**config.mk**
```make
export PLATFORM = sky130hd
export DESIGN_NAME = fetch_unit_flat
export DESIGN_NICKNAME = d
export VERILOG_FILES = /design/src/rtl/fetch_unit_pkg.sv /design/src/rtl/fetch_unit_if.sv /design/src/rtl/fetch_unit_queue.sv /design/src/rtl/fetch_unit.sv /design/src/flat_wrapper.sv
export SDC_FILE = /design/constraint.sdc
export NUM_CORES = 1
export LEC_CHECK = 0
export ABC_AREA = 1
export BUFFER_PORTS_ARGS = -buffer_cell sky130_fd_sc_hd__buf_2
export CORE_ASPECT_RATIO = 0.6
export CORE_MARGIN = 2
export CORE_UTILIZATION = 60
export DETAILED_ROUTE_END_ITERATION = 8
export PLACE_DENSITY = 0.83
export SYNTH_ARGS = -nofsm -noshare
export SYNTH_HDL_FRONTEND = slang
export SYNTH_SLANG_ARGS = --single-unit
```
**constraint.sdc**
```tcl
create_clock -name CLK -period 11.3 [get_ports CLK]
set_input_delay 1.695 -clock CLK [delete_from_list [all_inputs] [get_ports CLK]]
set_output_delay 1.695 -clock CLK [all_outputs]
set_load 0.05 [all_outputs]
```
**src/rtl/fetch_unit_pkg.sv**
```systemverilog
`default_nettype none
// ============================================================================
//  Module   : fetch_unit_pkg
//  Purpose  : Shared constants and FSM encodings for the instruction-fetch
//             stage (queue depth, bus widths, PC step, fetch states).
//  Revision : 1.0  initial release
// ============================================================================
package fetch_unit_pkg;

  // Default geometry of the fetch stage
  localparam int unsigned c_qdepth = 4;
  localparam int unsigned c_aw     = 32;
  localparam int unsigned c_dw     = 32;

  // Byte distance between consecutive instruction words
  localparam int unsigned c_pc_inc = 4;

  // Fetch FSM encoding
  typedef logic [1:0] fetch_state_t;
  localparam fetch_state_t c_fetch_idle    = 2'd0;
  localparam fetch_state_t c_fetch_fetch   = 2'd1;
  localparam fetch_state_t c_fetch_discard = 2'd2;

endpackage : fetch_unit_pkg
`default_nettype wire

```
**src/rtl/fetch_unit_if.sv**
```systemverilog
`default_nettype none
// ============================================================================
//  Module   : fetch_unit_if
//  Purpose  : Bundles the instruction-memory req/ack port, the redirect
//             input and the decode valid/ready port of the fetch stage.
//             master = fetch stage, slave = memory/decode/branch side.
//  Revision : 1.0  initial release
// ============================================================================
interface fetch_unit_if
  import fetch_unit_pkg::*;
#(
  parameter int unsigned AW = c_aw,
  parameter int unsigned DW = c_dw
) ();

  logic          imem_req;
  logic [AW-1:0] imem_addr;
  logic          imem_ack;
  logic [DW-1:0] imem_rdata;
  logic          redirect;
  logic [AW-1:0] redirect_pc;
  logic          instr_valid;
  logic [DW-1:0] instr;
  logic [AW-1:0] instr_pc;
  logic          instr_ready;

  modport master (
    output imem_req, imem_addr, instr_valid, instr, instr_pc,
    input  imem_ack, imem_rdata, redirect, redirect_pc, instr_ready
  );

  modport slave (
    input  imem_req, imem_addr, instr_valid, instr, instr_pc,
    output imem_ack, imem_rdata, redirect, redirect_pc, instr_ready
  );

endinterface : fetch_unit_if
`default_nettype wire

```
**src/rtl/fetch_unit_queue.sv**
```systemverilog
`default_nettype none
// ============================================================================
//  Module   : fetch_queue
//  Purpose  : Circular FIFO of {pc, instruction} pairs between instruction
//             memory and decode. Flush empties it in one cycle; the head is
//             read straight from storage (no write-through bypass).
//  Revision : 1.0  initial release
// ============================================================================
module fetch_queue #(
  parameter  int unsigned DEPTH = 4,
  parameter  int unsigned AW    = 32,
  parameter  int unsigned DW    = 32,
  localparam int unsigned PW    = $clog2(DEPTH),
  localparam int unsigned CW    = PW + 1
) (
  input  wire logic          clk,
  input  wire logic          rst,
  input  wire logic          i_push,
  input  wire logic [AW-1:0] i_push_pc,
  input  wire logic [DW-1:0] i_push_instr,
  input  wire logic          i_pop,
  input  wire logic          i_flush,
  output logic      [AW-1:0] o_head_pc,
  output logic      [DW-1:0] o_head_instr,
  output logic      [CW-1:0] o_count,
  output logic               o_empty,
  output logic               o_full
);

  localparam logic [CW-1:0] c_depth = CW'(DEPTH);

  logic [AW-1:0] r_pc_mem    [DEPTH];
  logic [DW-1:0] r_instr_mem [DEPTH];
  logic [PW-1:0] r_wr_ptr;
  logic [PW-1:0] r_rd_ptr;
  logic [CW-1:0] r_count;
  logic          w_do_push;
  logic          w_do_pop;

  assign o_empty      = (r_count == '0);
  assign o_full       = (r_count == c_depth);
  assign o_count      = r_count;
  assign o_head_pc    = r_pc_mem[r_rd_ptr];
  assign o_head_instr = r_instr_mem[r_rd_ptr];

  // Overflow/underflow guards keep the pointers coherent even if misused
  assign w_do_push = i_push & ~o_full;
  assign w_do_pop  = i_pop & ~o_empty;

  // Pointer and occupancy bookkeeping; pointers wrap naturally at DEPTH
  always_ff @(posedge clk) begin
    if (rst || i_flush) begin
      r_wr_ptr <= '0;
      r_rd_ptr <= '0;
      r_count  <= '0;
    end else begin
      if (w_do_push) r_wr_ptr <= r_wr_ptr + 1'b1;
      if (w_do_pop)  r_rd_ptr <= r_rd_ptr + 1'b1;
      case ({w_do_push, w_do_pop})
        2'b10:   r_count <= r_count + 1'b1;
        2'b01:   r_count <= r_count - 1'b1;
        default: r_count <= r_count;
      endcase
    end
  end

  // Entry storage; contents need no reset because occupancy gates their use
  always_ff @(posedge clk) begin
    if (w_do_push) begin
      r_pc_mem[r_wr_ptr]    <= i_push_pc;
      r_instr_mem[r_wr_ptr] <= i_push_instr;
    end
  end

endmodule : fetch_queue
`default_nettype wire

```
**src/rtl/fetch_unit.sv**
```systemverilog
`default_nettype none
// ============================================================================
//  Module   : fetch_unit
//  Purpose  : Instruction-fetch stage. Owns the fetch PC, keeps at most one
//             request outstanding to instruction memory, buffers returned
//             words with their PCs, and hands them to decode over a
//             valid/ready port. A redirect flushes everything fetched so far;
//             if a request is still in flight its data is dropped on arrival.
//  Revision : 1.0  initial release
// ============================================================================
module fetch_unit
  import fetch_unit_pkg::*;
#(
  parameter int unsigned QDEPTH = c_qdepth,
  parameter int unsigned AW     = c_aw,
  parameter int unsigned DW     = c_dw
) (
  input  wire logic          CLK,
  input  wire logic          Reset,
  input  wire logic [AW-1:0] startPC,
  fetch_unit_if.master       bus
);

  localparam int unsigned   CW           = $clog2(QDEPTH) + 1;
  localparam logic [CW-1:0] c_qdepth_cnt = CW'(QDEPTH);
  localparam logic [AW-1:0] c_align_mask = ~AW'(3);
  localparam logic [AW-1:0] c_pc_step    = AW'(c_pc_inc);

  fetch_state_t  r_state;
  fetch_state_t  w_state_next;
  logic [AW-1:0] r_fetch_pc;
  logic [AW-1:0] w_fetch_pc_next;
  logic [AW-1:0] r_pending_pc;
  logic [AW-1:0] w_pending_pc_next;
  logic [AW-1:0] w_redirect_pc;

  logic          w_redirect;
  logic          w_req;
  logic          w_ack;
  logic          w_valid;
  logic          w_push;
  logic          w_pop;
  logic          w_flush;
  logic [CW-1:0] w_count_next;

  logic [AW-1:0] w_head_pc;
  logic [DW-1:0] w_head_instr;
  logic [CW-1:0] w_count;
  logic          w_empty;
  logic          w_full;

  fetch_queue #(
    .DEPTH (QDEPTH),
    .AW    (AW),
    .DW    (DW)
  ) u_queue (
    .clk          (CLK),
    .rst          (Reset),
    .i_push       (w_push),
    .i_push_pc    (r_fetch_pc),
    .i_push_instr (bus.imem_rdata),
    .i_pop        (w_pop),
    .i_flush      (w_flush),
    .o_head_pc    (w_head_pc),
    .o_head_instr (w_head_instr),
    .o_count      (w_count),
    .o_empty      (w_empty),
    .o_full       (w_full)
  );

  // Low PC bits are forced to zero; masking keeps every input bit in use
  assign w_redirect_pc = bus.redirect_pc & c_align_mask;

  assign bus.imem_req    = w_req;
  assign bus.imem_addr   = r_fetch_pc;
  assign bus.instr_valid = w_valid;
  assign bus.instr       = w_valid ? w_head_instr : '0;
  assign bus.instr_pc    = w_valid ? w_head_pc : '0;

  // State register plus fetch/pending PCs; reset reloads startPC every cycle
  always_ff @(posedge CLK) begin
    if (Reset) begin
      r_state      <= c_fetch_fetch;
      r_fetch_pc   <= startPC & c_align_mask;
      r_pending_pc <= '0;
    end else begin
      r_state      <= w_state_next;
      r_fetch_pc   <= w_fetch_pc_next;
      r_pending_pc <= w_pending_pc_next;
    end
  end

  // Handshake decode: request, accepted ack, queue push/pop/flush
  always_comb begin
    w_redirect = bus.redirect & ~Reset;
    w_req      = ~Reset & ((r_state == c_fetch_fetch) || (r_state == c_fetch_discard));
    w_ack      = w_req & bus.imem_ack;
    w_valid    = ~Reset & ~w_empty;
    // Only a live FETCH ack delivers data; DISCARD acks belong to a dead path
    w_push     = (r_state == c_fetch_fetch) & w_ack & ~w_redirect;
    // Redirect beats pop so the queue is empty the cycle after a redirect
    w_pop      = w_valid & bus.instr_ready & ~w_redirect;
    w_flush    = w_redirect;
  end

  // Next state and next PCs
  always_comb begin
    w_state_next      = r_state;
    w_fetch_pc_next   = r_fetch_pc;
    w_pending_pc_next = r_pending_pc;
    w_count_next      = w_count + {{(CW-1){1'b0}}, w_push} - {{(CW-1){1'b0}}, w_pop};

    case (r_state)
      c_fetch_idle: begin
        if (w_redirect) begin
          w_fetch_pc_next = w_redirect_pc;
          w_state_next    = c_fetch_fetch;
        end else if (!w_full || w_pop) begin
          // Room appears after this cycle's pop: resume requesting
          w_state_next = c_fetch_fetch;
        end
      end

      c_fetch_fetch: begin
        if (w_redirect) begin
          if (w_ack) begin
            w_fetch_pc_next = w_redirect_pc;
          end else begin
            // Keep the in-flight address stable and park the new target
            w_pending_pc_next = w_redirect_pc;
            w_state_next      = c_fetch_discard;
          end
        end else if (w_ack) begin
          w_fetch_pc_next = r_fetch_pc + c_pc_step;
          if (w_count_next == c_qdepth_cnt) w_state_next = c_fetch_idle;
        end
      end

      c_fetch_discard: begin
        if (w_ack) begin
          w_fetch_pc_next = w_redirect ? w_redirect_pc : r_pending_pc;
          w_state_next    = c_fetch_fetch;
        end else if (w_redirect) begin
          w_pending_pc_next = w_redirect_pc;
        end
      end

      default: w_state_next = c_fetch_fetch;
    endcase
  end

endmodule : fetch_unit
`default_nettype wire
```
**src/flat_wrapper.sv**
```systemverilog
// flat-port wrapper written by rule: the top's interface ports become plain ports
module fetch_unit_flat import fetch_unit_pkg::*;
#(
  parameter int unsigned QDEPTH = c_qdepth,
  parameter int unsigned AW     = c_aw,
  parameter int unsigned DW     = c_dw
)
  (CLK, Reset, startPC, bus_imem_req, bus_imem_addr, bus_instr_valid, bus_instr, bus_instr_pc, bus_imem_ack, bus_imem_rdata, bus_redirect, bus_redirect_pc, bus_instr_ready);
  fetch_unit_if #(.AW(AW), .DW(DW)) bus_i ();
  input  wire logic CLK;
  input  wire logic Reset;
  input  wire logic [AW-1:0] startPC;
  output wire logic [$bits(bus_i.imem_req)-1:0] bus_imem_req;
  output wire logic [$bits(bus_i.imem_addr)-1:0] bus_imem_addr;
  output wire logic [$bits(bus_i.instr_valid)-1:0] bus_instr_valid;
  output wire logic [$bits(bus_i.instr)-1:0] bus_instr;
  output wire logic [$bits(bus_i.instr_pc)-1:0] bus_instr_pc;
  input wire logic [$bits(bus_i.imem_ack)-1:0] bus_imem_ack;
  input wire logic [$bits(bus_i.imem_rdata)-1:0] bus_imem_rdata;
  input wire logic [$bits(bus_i.redirect)-1:0] bus_redirect;
  input wire logic [$bits(bus_i.redirect_pc)-1:0] bus_redirect_pc;
  input wire logic [$bits(bus_i.instr_ready)-1:0] bus_instr_ready;
  assign bus_imem_req = bus_i.imem_req;
  assign bus_imem_addr = bus_i.imem_addr;
  assign bus_instr_valid = bus_i.instr_valid;
  assign bus_instr = bus_i.instr;
  assign bus_instr_pc = bus_i.instr_pc;
  assign bus_i.imem_ack = bus_imem_ack;
  assign bus_i.imem_rdata = bus_imem_rdata;
  assign bus_i.redirect = bus_redirect;
  assign bus_i.redirect_pc = bus_redirect_pc;
  assign bus_i.instr_ready = bus_instr_ready;
  fetch_unit #(.QDEPTH(QDEPTH), .AW(AW), .DW(DW)) u_core (.CLK(CLK), .Reset(Reset), .startPC(startPC), .bus(bus_i));
endmodule
```
# --- Word level (Yosys, flattened, before mapping) ---
# Memories as Yosys holds them, arrays and structs flattened. A register that Yosys moved wholly into a read port is not among the register bits.
# Cells that the tools add are included.
# Widths: inputs -> output; s select.
word_totals:
  out_inout_bits: 98
  mem_count: 2
  input_bits: 101
  regBits: 73
  wordCells: 92
  ramBits: 256
memory_table:
  columns: ["name", "words", "width", "rd", "rd_clocked_by_memory_dff", "wr", "line", "rtl"]
  rows:
  - ["u_core.u_queue.r_instr_mem", 4, 32, 1, 1, 1, "fetch_unit_queue.sv:33", "logic [DW-1:0] r_instr_mem [DEPTH];"]
  - ["u_core.u_queue.r_pc_mem", 4, 32, 1, 1, 1, "fetch_unit_queue.sv:32", "logic [AW-1:0] r_pc_mem [DEPTH];"]
classes:
  bitwise: 14
  n_addsub: 7
  n_mux: 29
  eq_ne: 19
  n_reduce_logical: 14
op_table:
  columns: ["op", "n"]
  rows:
  - ["$mux 32", 12]
  - ["$pmux 32 s3", 1]
  - ["$pmux 32 s2", 1]
  - ["$add 32x3->32 const B", 1]
  - ["$mux 2", 11]
  - ["$ne 3x2->1 const B", 4]
  - ["$reduce_and 4->1", 3]
  - ["$and 1x1->1", 10]
  - ["$ne 3x3->1 const B", 3]
  - ["$ne 2x2->1 const B", 4]
  - ["$eq 3x3->1 const B", 2]
  - ["$pmux 2 s3", 1]
  - ["$pmux 3 s2", 1]
  - ["$reduce_and 5->1", 1]
  - ["$add 2x1->2 const B", 2]
  - ["$eq 2x1->1 const B", 2]
  - ["$eq 2x2->1 const B", 2]
  - ["$ne 2x1->1 const B", 2]
  - ["$not 1->1", 4]
  - ["$reduce_bool 2->1", 2]
  - ["$reduce_bool 4->1", 1]
  - ["$add 3x1->3", 1]
  - ["$add 3x1->3 const B", 1]
  - ["$logic_not 3->1", 1]
  - ["other kinds (7)", 10]

# --- Longest topological paths before layout ---
logic_depth:
  depth_word: 13
  mapped_depth: 15
  mapped_depth_nobuf: 14

# --- By module ---
# A second synthesis with hierarchy kept.
unflattened:
  hier_cells: 1624
  area_unflattened_um2: 15413.5
modules_own_cells:
  columns: ["module", "area_per_inst_um2", "cells_each", "instances", "seq_area_each_um2"]
  rows:
  - ["fetch_queue", 9985.8, 691, 1, 7867.5]
  - ["fetch_unit", 5427.7, 933, 1, 1621.6]

# --- Worst setup path after synthesis ---
# Ideal clock, no wire load.
synth_timing:
  path_type: "input to register"
  from: "input port Reset"
  to: "memory u_core.u_queue.r_instr_mem[0][0], enable pin"
  required_ps: 10814
  path_stages: 6
  t_arrival_ps: 5312
  path_buffers: 1
  setup_ps: 486
  slack_ps: 5502
  path_cell_list: "buf_6 -> nor2_4 -> nand2_1 -> nor2_2 -> nand2_2 -> nor2_1"
synth_between:
  elab_chain_cells: 8
  word_cells_on_any_way: 10
  cone_classes: "mux (2); bitwise (8)"
synth_lines:
  columns: ["item", "line", "rtl"]
  rows:
  - ["from (decl)", "flat_wrapper.sv:11", "input wire logic Reset;"]
  - ["$not 1->1", "fetch_unit.sv:96", "w_req = ~Reset & ((r_state == c_fetch_fetch) || (r_state == c_fetch_discard));"]
  - ["$and 1x1->1", "fetch_unit.sv:96", null]
  - ["via bus_imem_req", "flat_wrapper.sv:13", "output wire logic [$bits(bus_i.imem_req)-1:0] bus_imem_req;"]
  - ["$and 1x1->1", "fetch_unit.sv:97", "w_ack = w_req & bus.imem_ack;"]
  - ["$and 1x1->1 (2 in series)", "fetch_unit.sv:100", "w_push = (r_state == c_fetch_fetch) & w_ack & ~w_redirect;"]
  - ["$and 1x1->1", "fetch_unit_queue.sv:47", "assign w_do_push = i_push & ~o_full;"]
  - ["$mux 1", "fetch_unit_queue.sv:69", "if (w_do_push) begin"]
  - ["$mux 1 (implied by the code)", "fetch_unit_queue.sv:71", "r_instr_mem[r_wr_ptr] <= i_push_instr;"]
  - ["to (decl)", "fetch_unit_queue.sv:33", null]
# The timed path passes the listed nets, and every way through them passes these cells.

# --- Worst setup path after layout ---
layout_timing:
  from: "input port Reset"
  to: "output port bus_instr_pc[17]"
layout_between:
  elab_chain_cells: 3
layout_lines:
  columns: ["item", "line", "rtl"]
  rows:
  - ["$not 1->1", "fetch_unit.sv:98", "w_valid = ~Reset & ~w_empty;"]
  - ["$and 1x1->1", "fetch_unit.sv:98", null]
  - ["$mux 32", "fetch_unit.sv:78", "assign bus.instr_pc = w_valid ? w_head_pc : '0;"]
  - ["to (decl)", "flat_wrapper.sv:17", "output wire logic [$bits(bus_i.instr_pc)-1:0] bus_instr_pc;"]
# No other way between the ends.

==> flow_summary.ini <==
[pwr]
peakVddDrop_mv = 0.120
power_mw = 3.93
p_leak_nw = 6.85
powerDensity_nw_per_um2 = 227

[global_route]
grt_overflow = 0
antenna_found_initial = 1
grt_pass1_vias = 11100
grt_pass1_wl_mm = 58.9
grt_use_total_pct = 28.4
grt_start_max_net_pins = 79

[yosys]
synthFlopType = edfxtp_1
async_flop_share_pct = 0
ys_seq_area_share_pct = 62.3
yosys_warnings = 0
synth-edff-count = 286
synth_cell_types = 38
synth_nets = 1736
ys_ff_latch = 331
syn_inst = 1622
syn_area_per_cell_sq_um = 9.39
syn_area_sq_um = 15200

[die]
start_util_pct = 60.6
dieArea_sq_um = 26700
core_sq_um = 25100
io_pins = 199
dieWidth_um = 210
rows = 45
die_y_um = 127

[clock_network]
cts_hold_buffers = 0
ctsLongestPathBuffers = 3
cts.repair.resized = 0
cts_root_buf = clkbuf_16
cts_buffers = 30
cts_tree = done
path_clk_slew_ns = 0.07
htree_levels = 1
clkLatencyLatePin_ns = 0.57
post_cts_buffers = 0
cts_sinks = 331

[final_layout]
nNetsFinal = 1885
regArea_sq_um = 9490
most-common-layout-cells = nor2_1 (303), nand2_1 (302), edfxtp_1 (286)
final_common_cell = nor2_1
diodes = 0
fillers = 1896
syn2layout_area_growth_pct = 13.8
multi_input_area_sq_um = 5030
fin_cells = 2122
post_route_cells_drive_above_1_share_pct = 15.6

[min_path]
hp-class = reg -> reg

[timing]
rsz0062_at_grt = no
fmax_ghz = 0.176
fin_ws_ns = 5.61
fin_setup_tns_ns = 0
skew_ns = 0.0120
setup-violations-final = 0
max_slew_margin_pct = 35.7
slew_viol_final = 0
hold_viol_final = 0
worst_slew_pin_slew_ns = 0.965
holdWs_ns = 0.449
fin_crit_ns = 5.69
period_share_pct = 50.3

[critical_path]
slowest_delay_ns = 0.60
required_ns = 9.61
worstSetupEndpointType = output port
r2r_slack_ns = 6.82
crit_fanout = 65
cp_cell_sequence = buf_2 > buf_4 > inv_4 > nand2_2 > buf_4 > a21oi_1 > buf_2
crit_slowest_cell = buf_4
arrival_ns = 3.99
worstSetupPathType = in -> out
critPathLaunchType = primary input

[drt]
antenna_left = 0
drt_first_pass_iters = 6
vias = 12100
avgRoutedWirePerCell_um = 17.9
drt_iter0_markers = 1352
drt_drc_violations_left = 0
drt-total-wl_mm = 38.0
via_per_inst = 5.72

[placement]
gp_congestion = 0.899
hpwl_mm = 23.3
dp.cells = 2068
dp_slack_ns = 5.30
portBuffers = 194

[job]
maxCapViolations = 0

[outcome]
status = finished clean
## logic make-up (layout without fill, tap and decap cells)
logic type / count (synthesis) / in the layout / synth area share [%]
and+or+nand+nor: 681 / 681 / 17.7
AOI/OAI and AO/OA: 410 / 410 / 13.8
DFF: 331 / 331 / 62.3
buffers and inverters: 186 / 357 / 4.93
adders and majority gates: 13 / 13 / 1.17
xor gates and xnor gates: 1 / 1 / 0.0575
## critical path, delay by kind of cell
family                 cells  cell delay [ns]
AND/OR/NAND/NOR            1             0.15
AO/OA/AOI/OAI              1             0.16
buffers and inverters      5             1.83
## power breakdown
part | switching, mW | internal, mW | total, mW | leakage, nW
logic | 0.869 | 0.299 | 1.17 | 3.39
registers | 0.200 | 1.57 | 1.77 | 2.99
clock network | 0.441 | 0.547 | 0.988 | 0.472
## path summary, 6_finish.rpt
kind	endpoint	startpoint	depth (start not counted)
hold reg to reg	u_core.r_pending_pc[15]	u_core.r_pending_pc[15]	2
setup / recovery	bus_instr_pc[17]	Reset	7
setup reg to reg	u_core.u_queue.r_instr_mem[1][23]	u_core.r_state[0]	9
hold / removal	u_core.r_pending_pc[15]	u_core.r_pending_pc[15]	2
## synthesized netlist by cell type, types with 4 or more instances
| cell type | count | area [sq um] |
|---|---|---|
| a21oi_1 | 147 | 736 |
| a31oi_1 | 9 | 56.3 |
| buf_1 | 17 | 63.8 |
| buf_2 | 18 | 90.1 |
| buf_4 | 4 | 30.0 |
| clkbuf_1 | 50 | 188 |
| dfxtp_1 | 45 | 901 |
| edfxtp_1 | 286 | 8590 |
| ha_1 | 11 | 138 |
| inv_1 | 88 | 330 |
| inv_2 | 6 | 22.5 |
| nand2_1 | 303 | 1140 |
| nand3_1 | 50 | 250 |
| nor2_1 | 307 | 1150 |
| nor2_2 | 6 | 37.5 |
| nor3_1 | 4 | 20.0 |
| o21ai_0 | 210 | 1050 |
| o21ai_1 | 28 | 140 |
| o21bai_1 | 6 | 45.0 |
## metal layers
metal  routed length [um]  part of all wire (%)  up-vias  global-route usage (%)
li1                     -                     -     5815                       -
met1                16600                    44     5655                    42.2
met2                16800                    44      563                    43.6
met3                 3470                   9.1       95                    4.60
met4                 1110                   2.9        2                    8.47
met5                   17                 0.045        -                       0
## state kept, by name (all words and copies together), names as in the netlist, named ones only
signal                      flops
u_core.u_queue.o_count          3
u_core.r_state                  2
u_core.r_pending_pc            32
u_core.u_queue.r_instr_mem    128
u_core.u_queue.r_rd_ptr         2
u_core.u_queue.r_wr_ptr         2
u_core.bus.imem_addr           32
u_core.u_queue.r_pc_mem       128
## stage by stage
step,util [%],cell area [sq um]
2_1_floorplan,-,15200
3_5_place_dp,65.2,16400
6_report,69.0,17300
4_1_cts,69.0,17300
5_1_grt,69.0,17300
3_3_place_gp,65.2,16400
## layout make-up
class                           instances  area share (%)
Sequential cell                       331            54.8
Clock buffer                           35            4.56
Inverter                               96            2.13
Multi-Input combinational cell       1105            29.0
Tap cell                              329            2.38
Timing Repair Buffer                  207            6.17
Clock inverter                         19           0.982
(Power assumes the default switching activity.)
